**src/rtl/cgra_thread_issue_pkg.sv**
```systemverilog
// Shared constants, state/unroll encodings and the lane-mask helper for the thread issue block.
package dice_dispatch_pkg;

    localparam int unsigned NUM_LANES = 4;
    localparam int unsigned TID_W     = 10;
    localparam int unsigned CMP_LSB   = 10;

    typedef enum logic [1:0] {
        IDLE,
        RUN,
        DRAIN,
        DONE
    } issue_state_e;

    typedef enum logic [1:0] {
        UF1 = 2'b00,
        UF2 = 2'b01,
        UF4 = 2'b10
    } unroll_e;

    function automatic logic [NUM_LANES-1:0] active_mask(input unroll_e uf);
        logic [NUM_LANES-1:0] m;
        case (uf)
            UF1:     m = 4'b0001;
            UF2:     m = 4'b0011;
            UF4:     m = 4'b1111;
            default: m = 4'b0000;
        endcase
        return m;
    endfunction

endpackage

```
**src/rtl/cgra_thread_issue_if.sv**
```systemverilog
// FIFO-head and lane-issue signal bundle between the dispatcher FIFOs, the issue block and the CGRA lanes.
interface cgra_thread_issue_if;
    import dice_dispatch_pkg::*;

    logic [2*TID_W-1:0]   fifo_data_0;
    logic [2*TID_W-1:0]   fifo_data_1;
    logic [2*TID_W-1:0]   fifo_data_2;
    logic [2*TID_W-1:0]   fifo_data_3;
    logic [NUM_LANES-1:0] fifo_data_valid;
    logic [NUM_LANES-1:0] fifo_pop;
    logic [NUM_LANES-1:0] issue_valid;
    logic [TID_W-1:0]     issue_tid_0;
    logic [TID_W-1:0]     issue_tid_1;
    logic [TID_W-1:0]     issue_tid_2;
    logic [TID_W-1:0]     issue_tid_3;
    logic [TID_W-1:0]     issue_cmp_tid_0;
    logic [TID_W-1:0]     issue_cmp_tid_1;
    logic [TID_W-1:0]     issue_cmp_tid_2;
    logic [TID_W-1:0]     issue_cmp_tid_3;
    logic [NUM_LANES-1:0] issue_ready;
    logic [NUM_LANES-1:0] retire;

    modport master (
        input  fifo_data_0, fifo_data_1, fifo_data_2, fifo_data_3, fifo_data_valid,
        input  issue_ready, retire,
        output fifo_pop, issue_valid,
        output issue_tid_0, issue_tid_1, issue_tid_2, issue_tid_3,
        output issue_cmp_tid_0, issue_cmp_tid_1, issue_cmp_tid_2, issue_cmp_tid_3
    );

    modport slave (
        output fifo_data_0, fifo_data_1, fifo_data_2, fifo_data_3, fifo_data_valid,
        output issue_ready, retire,
        input  fifo_pop, issue_valid,
        input  issue_tid_0, issue_tid_1, issue_tid_2, issue_tid_3,
        input  issue_cmp_tid_0, issue_cmp_tid_1, issue_cmp_tid_2, issue_cmp_tid_3
    );

endinterface

```
**src/rtl/cgra_thread_issue_slot.sv**
```systemverilog
// Per-lane issue register with valid/ready handshake and an in-flight credit counter.
module lane_issue_slot
    import dice_dispatch_pkg::*;
#(
    parameter int unsigned MAX_INFLIGHT = 4
) (
    input  logic             clk,
    input  logic             rst,
    input  logic             pop_i,
    input  logic             retire_i,
    input  logic             issue_ready_i,
    input  logic [TID_W-1:0] head_tid_i,
    input  logic [TID_W-1:0] head_cmp_tid_i,
    output logic             issue_valid_o,
    output logic [TID_W-1:0] issue_tid_o,
    output logic [TID_W-1:0] issue_cmp_tid_o,
    output logic             pop_ok_o,
    output logic             idle_o,
    output logic             underflow_o
);

    localparam int unsigned CW = $clog2(MAX_INFLIGHT + 1);
    localparam logic [CW-1:0] MAX_C = CW'(MAX_INFLIGHT);

    logic             valid_q, valid_d;
    logic [TID_W-1:0] tid_q, tid_d;
    logic [TID_W-1:0] cmp_q, cmp_d;
    logic [CW-1:0]    inflight_q, inflight_d;

    always_comb begin
        valid_d    = valid_q;
        tid_d      = tid_q;
        cmp_d      = cmp_q;
        inflight_d = inflight_q;
        if (pop_i) begin
            valid_d = 1'b1;
            tid_d   = head_tid_i;
            cmp_d   = head_cmp_tid_i;
        end else if (valid_q && issue_ready_i) begin
            valid_d = 1'b0;
        end
        // Pop and retire together leave the count unchanged; a retire at zero only flags.
        case ({pop_i, retire_i})
            2'b10:   inflight_d = inflight_q + CW'(1);
            2'b01:   if (inflight_q != '0) inflight_d = inflight_q - CW'(1);
            default: inflight_d = inflight_q;
        endcase
    end

    always_ff @(posedge clk) begin
        if (rst) begin
            valid_q    <= 1'b0;
            tid_q      <= '0;
            cmp_q      <= '0;
            inflight_q <= '0;
        end else begin
            valid_q    <= valid_d;
            tid_q      <= tid_d;
            cmp_q      <= cmp_d;
            inflight_q <= inflight_d;
        end
    end

    assign issue_valid_o   = valid_q;
    assign issue_tid_o     = tid_q;
    assign issue_cmp_tid_o = cmp_q;
    assign pop_ok_o        = (!valid_q || issue_ready_i) && (inflight_q < MAX_C);
    assign idle_o          = !valid_q && (inflight_q == '0);
    assign underflow_o     = retire_i && (inflight_q == '0);

endmodule

```
**src/rtl/cgra_thread_issue.sv**
```systemverilog
// Thread issue block: pops lane FIFOs per unrolling factor, issues to CGRA lanes, tracks completion.
// Optional THREAD_ISSUE_LOCKSTEP_EN makes all active lanes pop only together.
module cgra_thread_issue
    import dice_dispatch_pkg::*;
#(
    parameter int unsigned MAX_INFLIGHT = 4
) (
    input  logic                       clk,
    input  logic                       rst,
    input  logic                       start,
    input  logic [1:0]                 unrolling_factor,
    input  logic                       last_thread,
    cgra_thread_issue_if.master        bus,
    output logic                       busy,
    output logic                       done,
    output logic                       err_underflow
);

    issue_state_e state_q, state_d;
    unroll_e      uf_q, uf_d;
    logic         err_q;

    logic [NUM_LANES-1:0] mask;
    logic [NUM_LANES-1:0] cand;
    logic [NUM_LANES-1:0] pop;
    logic [NUM_LANES-1:0] pop_ok;
    logic [NUM_LANES-1:0] idle;
    logic [NUM_LANES-1:0] underflow;
    logic [NUM_LANES-1:0] valid;
    logic                 running;
    logic                 drained;

    logic [2*TID_W-1:0] head [NUM_LANES];
    logic [TID_W-1:0]   tid  [NUM_LANES];
    logic [TID_W-1:0]   cmp  [NUM_LANES];

    assign head[0] = bus.fifo_data_0;
    assign head[1] = bus.fifo_data_1;
    assign head[2] = bus.fifo_data_2;
    assign head[3] = bus.fifo_data_3;

    assign mask    = active_mask(uf_q);
    assign running = (state_q == RUN) || (state_q == DRAIN);
    assign cand    = {NUM_LANES{running}} & mask & bus.fifo_data_valid & pop_ok;

`ifdef THREAD_ISSUE_LOCKSTEP_EN
    // Group pop: inactive lanes count as satisfied so only the active set gates.
    assign pop = (running && ((cand | ~mask) == '1)) ? cand : '0;
`else
    assign pop = cand;
`endif

    assign drained = ((~mask | (~bus.fifo_data_valid & idle)) == '1);

    for (genvar i = 0; i < NUM_LANES; i++) begin : g_lane
        lane_issue_slot #(
            .MAX_INFLIGHT(MAX_INFLIGHT)
        ) u_slot (
            .clk            (clk),
            .rst            (rst),
            .pop_i          (pop[i]),
            .retire_i       (bus.retire[i]),
            .issue_ready_i  (bus.issue_ready[i]),
            .head_tid_i     (head[i][TID_W-1:0]),
            .head_cmp_tid_i (head[i][CMP_LSB +: TID_W]),
            .issue_valid_o  (valid[i]),
            .issue_tid_o    (tid[i]),
            .issue_cmp_tid_o(cmp[i]),
            .pop_ok_o       (pop_ok[i]),
            .idle_o         (idle[i]),
            .underflow_o    (underflow[i])
        );
    end

    always_comb begin
        state_d = state_q;
        uf_d    = uf_q;
        case (state_q)
            IDLE: begin
                if (start && (unrolling_factor != 2'b11)) begin
                    state_d = RUN;
                    uf_d    = unroll_e'(unrolling_factor);
                end
            end
            RUN:     if (last_thread) state_d = DRAIN;
            DRAIN:   if (drained) state_d = DONE;
            DONE:    state_d = IDLE;
            default: state_d = IDLE;
        endcase
    end

    always_ff @(posedge clk) begin
        if (rst) begin
            state_q <= IDLE;
            uf_q    <= UF1;
            err_q   <= 1'b0;
        end else begin
            state_q <= state_d;
            uf_q    <= uf_d;
            err_q   <= err_q | (|underflow);
        end
    end

    assign bus.fifo_pop        = pop;
    assign bus.issue_valid     = valid;
    assign bus.issue_tid_0     = tid[0];
    assign bus.issue_tid_1     = tid[1];
    assign bus.issue_tid_2     = tid[2];
    assign bus.issue_tid_3     = tid[3];
    assign bus.issue_cmp_tid_0 = cmp[0];
    assign bus.issue_cmp_tid_1 = cmp[1];
    assign bus.issue_cmp_tid_2 = cmp[2];
    assign bus.issue_cmp_tid_3 = cmp[3];

    assign busy          = (state_q != IDLE);
    assign done          = (state_q == DONE);
    assign err_underflow = err_q;

endmodule

```
**src/flat_wrapper.sv**
```systemverilog
// flat-port wrapper written by rule: the top's interface ports become plain ports
module cgra_thread_issue_flat import dice_dispatch_pkg::*;
#(
    parameter int unsigned MAX_INFLIGHT = 4
)
  (clk, rst, start, unrolling_factor, last_thread, busy, done, err_underflow, bus_fifo_data_0, bus_fifo_data_1, bus_fifo_data_2, bus_fifo_data_3, bus_fifo_data_valid, bus_issue_ready, bus_retire, bus_fifo_pop, bus_issue_valid, bus_issue_tid_0, bus_issue_tid_1, bus_issue_tid_2, bus_issue_tid_3, bus_issue_cmp_tid_0, bus_issue_cmp_tid_1, bus_issue_cmp_tid_2, bus_issue_cmp_tid_3);
  cgra_thread_issue_if bus_i ();
  input  logic clk;
  input  logic rst;
  input  logic start;
  input  logic [1:0] unrolling_factor;
  input  logic last_thread;
  output logic busy;
  output logic done;
  output logic err_underflow;
  input wire logic [$bits(bus_i.fifo_data_0)-1:0] bus_fifo_data_0;
  input wire logic [$bits(bus_i.fifo_data_1)-1:0] bus_fifo_data_1;
  input wire logic [$bits(bus_i.fifo_data_2)-1:0] bus_fifo_data_2;
  input wire logic [$bits(bus_i.fifo_data_3)-1:0] bus_fifo_data_3;
  input wire logic [$bits(bus_i.fifo_data_valid)-1:0] bus_fifo_data_valid;
  input wire logic [$bits(bus_i.issue_ready)-1:0] bus_issue_ready;
  input wire logic [$bits(bus_i.retire)-1:0] bus_retire;
  output wire logic [$bits(bus_i.fifo_pop)-1:0] bus_fifo_pop;
  output wire logic [$bits(bus_i.issue_valid)-1:0] bus_issue_valid;
  output wire logic [$bits(bus_i.issue_tid_0)-1:0] bus_issue_tid_0;
  output wire logic [$bits(bus_i.issue_tid_1)-1:0] bus_issue_tid_1;
  output wire logic [$bits(bus_i.issue_tid_2)-1:0] bus_issue_tid_2;
  output wire logic [$bits(bus_i.issue_tid_3)-1:0] bus_issue_tid_3;
  output wire logic [$bits(bus_i.issue_cmp_tid_0)-1:0] bus_issue_cmp_tid_0;
  output wire logic [$bits(bus_i.issue_cmp_tid_1)-1:0] bus_issue_cmp_tid_1;
  output wire logic [$bits(bus_i.issue_cmp_tid_2)-1:0] bus_issue_cmp_tid_2;
  output wire logic [$bits(bus_i.issue_cmp_tid_3)-1:0] bus_issue_cmp_tid_3;
  assign bus_i.fifo_data_0 = bus_fifo_data_0;
  assign bus_i.fifo_data_1 = bus_fifo_data_1;
  assign bus_i.fifo_data_2 = bus_fifo_data_2;
  assign bus_i.fifo_data_3 = bus_fifo_data_3;
  assign bus_i.fifo_data_valid = bus_fifo_data_valid;
  assign bus_i.issue_ready = bus_issue_ready;
  assign bus_i.retire = bus_retire;
  assign bus_fifo_pop = bus_i.fifo_pop;
  assign bus_issue_valid = bus_i.issue_valid;
  assign bus_issue_tid_0 = bus_i.issue_tid_0;
  assign bus_issue_tid_1 = bus_i.issue_tid_1;
  assign bus_issue_tid_2 = bus_i.issue_tid_2;
  assign bus_issue_tid_3 = bus_i.issue_tid_3;
  assign bus_issue_cmp_tid_0 = bus_i.issue_cmp_tid_0;
  assign bus_issue_cmp_tid_1 = bus_i.issue_cmp_tid_1;
  assign bus_issue_cmp_tid_2 = bus_i.issue_cmp_tid_2;
  assign bus_issue_cmp_tid_3 = bus_i.issue_cmp_tid_3;
  cgra_thread_issue #(.MAX_INFLIGHT(MAX_INFLIGHT)) u_core (.clk(clk), .rst(rst), .start(start), .unrolling_factor(unrolling_factor), .last_thread(last_thread), .bus(bus_i), .busy(busy), .done(done), .err_underflow(err_underflow));
endmodule
```
**config.mk**
```make
export PLATFORM = sky130hd
export DESIGN_NAME = cgra_thread_issue_flat
export DESIGN_NICKNAME = d
export VERILOG_FILES = /design/src/rtl/cgra_thread_issue_pkg.sv /design/src/rtl/cgra_thread_issue_if.sv /design/src/rtl/cgra_thread_issue_slot.sv /design/src/rtl/cgra_thread_issue.sv /design/src/flat_wrapper.sv
export SDC_FILE = /design/constraint.sdc
export NUM_CORES = 1
export LEC_CHECK = 0
export ABC_AREA = 0
export CORE_MARGIN = 4
export CORE_UTILIZATION = 44
export DETAILED_ROUTE_END_ITERATION = 12
export PLACE_DENSITY_LB_ADDON = 0.08
export SYNTH_ARGS = -nofsm -noshare
export SYNTH_HDL_FRONTEND = slang
export SYNTH_SLANG_ARGS = --single-unit
```
**constraint.sdc**
```tcl
create_clock -name clk -period 4.5 [get_ports clk]
set_clock_uncertainty 0.05 [all_clocks]
set_input_delay 0.9 -clock clk [delete_from_list [all_inputs] [get_ports clk]]
set_output_delay 0.9 -clock clk [all_outputs]
set_load 0.01 [all_outputs]
```
==> out/metrics.yaml <==
run_status: "finished, final reports clean"
start_util_pct: 45.8
antenna_found_initial: 0
post_cts_resized: 0
place_ws_ns: 0.888
diodes: 0
clock-sinks: 101
yosys_register_bits: 101
wl_per_cell_um: 13.8
drive_gt1_share_pct: 4.43
clk_pin_slew_worst_paths_ns: 0.10
r2r_slack_ns: 1.86
chipWidth_um: 104
setup_tns_ns: 0
rsz0062_at_grt: "no"
clock_path_buffers: 2
coreArea_um2: 8850
rows: 34
tightest_slew_ns: 1.03
crit_type: "in -> out"
final.min_clock_period_ns: 3.61
cp_data_required_time_ns: 3.55
dp_hpwl_um: 7940
layout_commonest_cell: "clkdlybuf4s50_1"
vias: 3901
nFillCells: 754
grt_pass1_vias: 3767
cts_hold_buf: 0
layout.nets: 780
clk_latency_ns: 0.35
hold_violations: 0
worstPathArrival_ns: 2.66
p_leak_nw: 2.12
wirelength_um: 10800
drv_cap: 0
async_flop_share_pct: 0
ant_nets: 0
final_core_util_pct: 69.1
ys_seq_area_share_pct: 49.9
synth_cell_types: 42
ys.flop_type: "dfxtp_1"
dieArea_um2: 10800
die_h_um: 104
area_growth_syn_to_layout_pct: 50.9
endpoint_kind: "output port"
grt_max_degree: 103
max_slew_margin_pct: 31.5
synth-edff-count: 0
cp-start-kind: "primary input"
syn_area_per_cell_um2: 8.02
clock.fmax_ghz: 0.277
port_buffers: 188
fin_ws_ns: 0.894
hold_path.class: "reg -> reg"
drtIter0Drc: 136
cts_setup_buffers: 0
cts_buffers: 9
fin_crit_sh_pct: 80.1
drcViolationCount: 0
cts-root-buf: "clkbuf_8"
drv_slew: 0
ir_drop_v: 0.000182
path_max_fanout: 24
place_congestion: 0.796
cts_tree: "built"
hold_slack_ns: 0.409
final_cell_mix: "clkdlybuf4s50_1 (187), nand2_1 (167), dfxtp_1 (101), a21oi_1 (94), nor2_1 (15)"
overflow: 0
io_pins: 189
synth_fp_nets: 613
p_per_area_nw_per_um2: 382
h-tree-depth: 3
setup_violations: 0
synthCells: 505
grt_pass1_wl_um: 17500
grtUsageTotal_pct: 19.2
yosysWarnings: 0
syn_area_um2: 4050
dr.pass1.iters: 4
routed_via_density: 4.97
## kinds of logic (layout without fill, tap and decap cells)
group	count (synthesis)	after routing	synth area share [%]
AOI/OAI and AO/OA	113	113	15.1
xor gates and xnor gates	9	9	2.13
adders and majority gates	10	10	3.09
buffers and inverters	48	220	5.44
DFF	101	101	49.9
muxes	5	5	1.27
and+or+nand+nor	219	219	23.1
## synthesized netlist by cell type, drive strengths merged, types with 2 or more instances
library cell | instances | area [µm²]
a211oi | 2 | 15.0
a21oi | 94 | 470
a22oi | 3 | 22.5
and4bb | 2 | 28.8
buf | 12 | 80.1
clkbuf | 25 | 93.8
dfxtp | 101 | 2020
ha | 10 | 125
inv | 10 | 37.5
mux2i | 4 | 40.0
nand2 | 168 | 638
nand2b | 10 | 62.6
nand3 | 2 | 10.0
nand4 | 3 | 18.8
nand4b | 2 | 17.5
nor2 | 15 | 56.3
nor3 | 8 | 40.0
nor4 | 2 | 12.5
o21ai | 5 | 25.0
or3 | 3 | 18.8
xnor2 | 9 | 86.3
## sequential cells by signal, indices dropped and copies added (netlist names)
signal / flops
u_core.g_lane.u_slot.issue_cmp_tid_o: 40
u_core.g_lane.u_slot.issue_tid_o: 40
u_core.g_lane.u_slot.inflight_q: 12
u_core.g_lane.u_slot.issue_valid_o: 4
u_core.state_q: 2
u_core.uf_q: 2
u_core.err_underflow: 1
## worst max-delay path, stage by stage
cell and delay [ns]:
clkdlybuf4s50_1 0.48, and4bb_2 0.24, nand2_1 0.08, inv_2 0.32
clkdlybuf4s50_1 0.62
## power breakdown
group | internal, mW | leakage [nW] | switching [mW]
Combinational | 0.380 | 1.22 | 0.351
Sequential | 0.997 | 0.817 | 0.0718
Clock | 0.209 | 0.0775 | 0.325
## area by class of cell
cell class / instances / area [µm²] / share of cell area [%]
Tap cell: 108 / 135 / 2.21
Sequential cell: 101 / 2020 / 33.1
Inverter: 11 / 46.3 / 0.758
Clock inverter: 7 / 60.1 / 0.983
Clock buffer: 9 / 124 / 2.03
Multi-Input combinational cell: 356 / 1810 / 29.6
Timing Repair Buffer: 193 / 1920 / 31.4
## layer usage
| layer | up-vias | GRT usage [%] | part of all wire (%) |
|---|---|---|---|
| met5 | - | 0 | 0 |
| met4 | 0 | 6.93 | 1.8 |
| met3 | 16 | 7.51 | 9.0 |
| met2 | 135 | 31.8 | 47 |
| met1 | 1762 | 22.7 | 43 |
| li1 | 1988 | - | - |
## final timing paths
kind | start | endpoint | cells past startpoint
worst max-delay path | bus_fifo_data_valid[1] | bus_fifo_pop[1] | 5
worst min-delay path | u_core.g_lane[1].u_slot.issue_cmp_tid_o[7]$_SDFFE_PP0P_ | u_core.g_lane[1].u_slot.issue_cmp_tid_o[7]$_SDFFE_PP0P_ | 2
worst max register to register | u_core.state_q[1]$_SDFFE_PP0P_ | u_core.g_lane[2].u_slot.inflight_q[2]$_SDFFE_PP0P_ | 9
worst min register to register | u_core.g_lane[1].u_slot.issue_cmp_tid_o[7]$_SDFFE_PP0P_ | u_core.g_lane[1].u_slot.issue_cmp_tid_o[7]$_SDFFE_PP0P_ | 2
## per-stage QoR
| step | cell area [µm²] | power (mW) | std cells |
|---|---|---|---|
| 4_1_cts | 6110 | 2.36 | 785 |
| 5_1_grt | 6110 | 2.49 | 785 |
| 6_report | 6110 | 2.33 | 785 |
| 3_3_place_gp | 5930 | 1.81 | 769 |
| 3_5_place_dp | 5930 | 1.82 | 769 |
| 2_1_floorplan | 4050 | 1.50 | 505 |
Note: power is estimated with default switching activity, not from simulation.
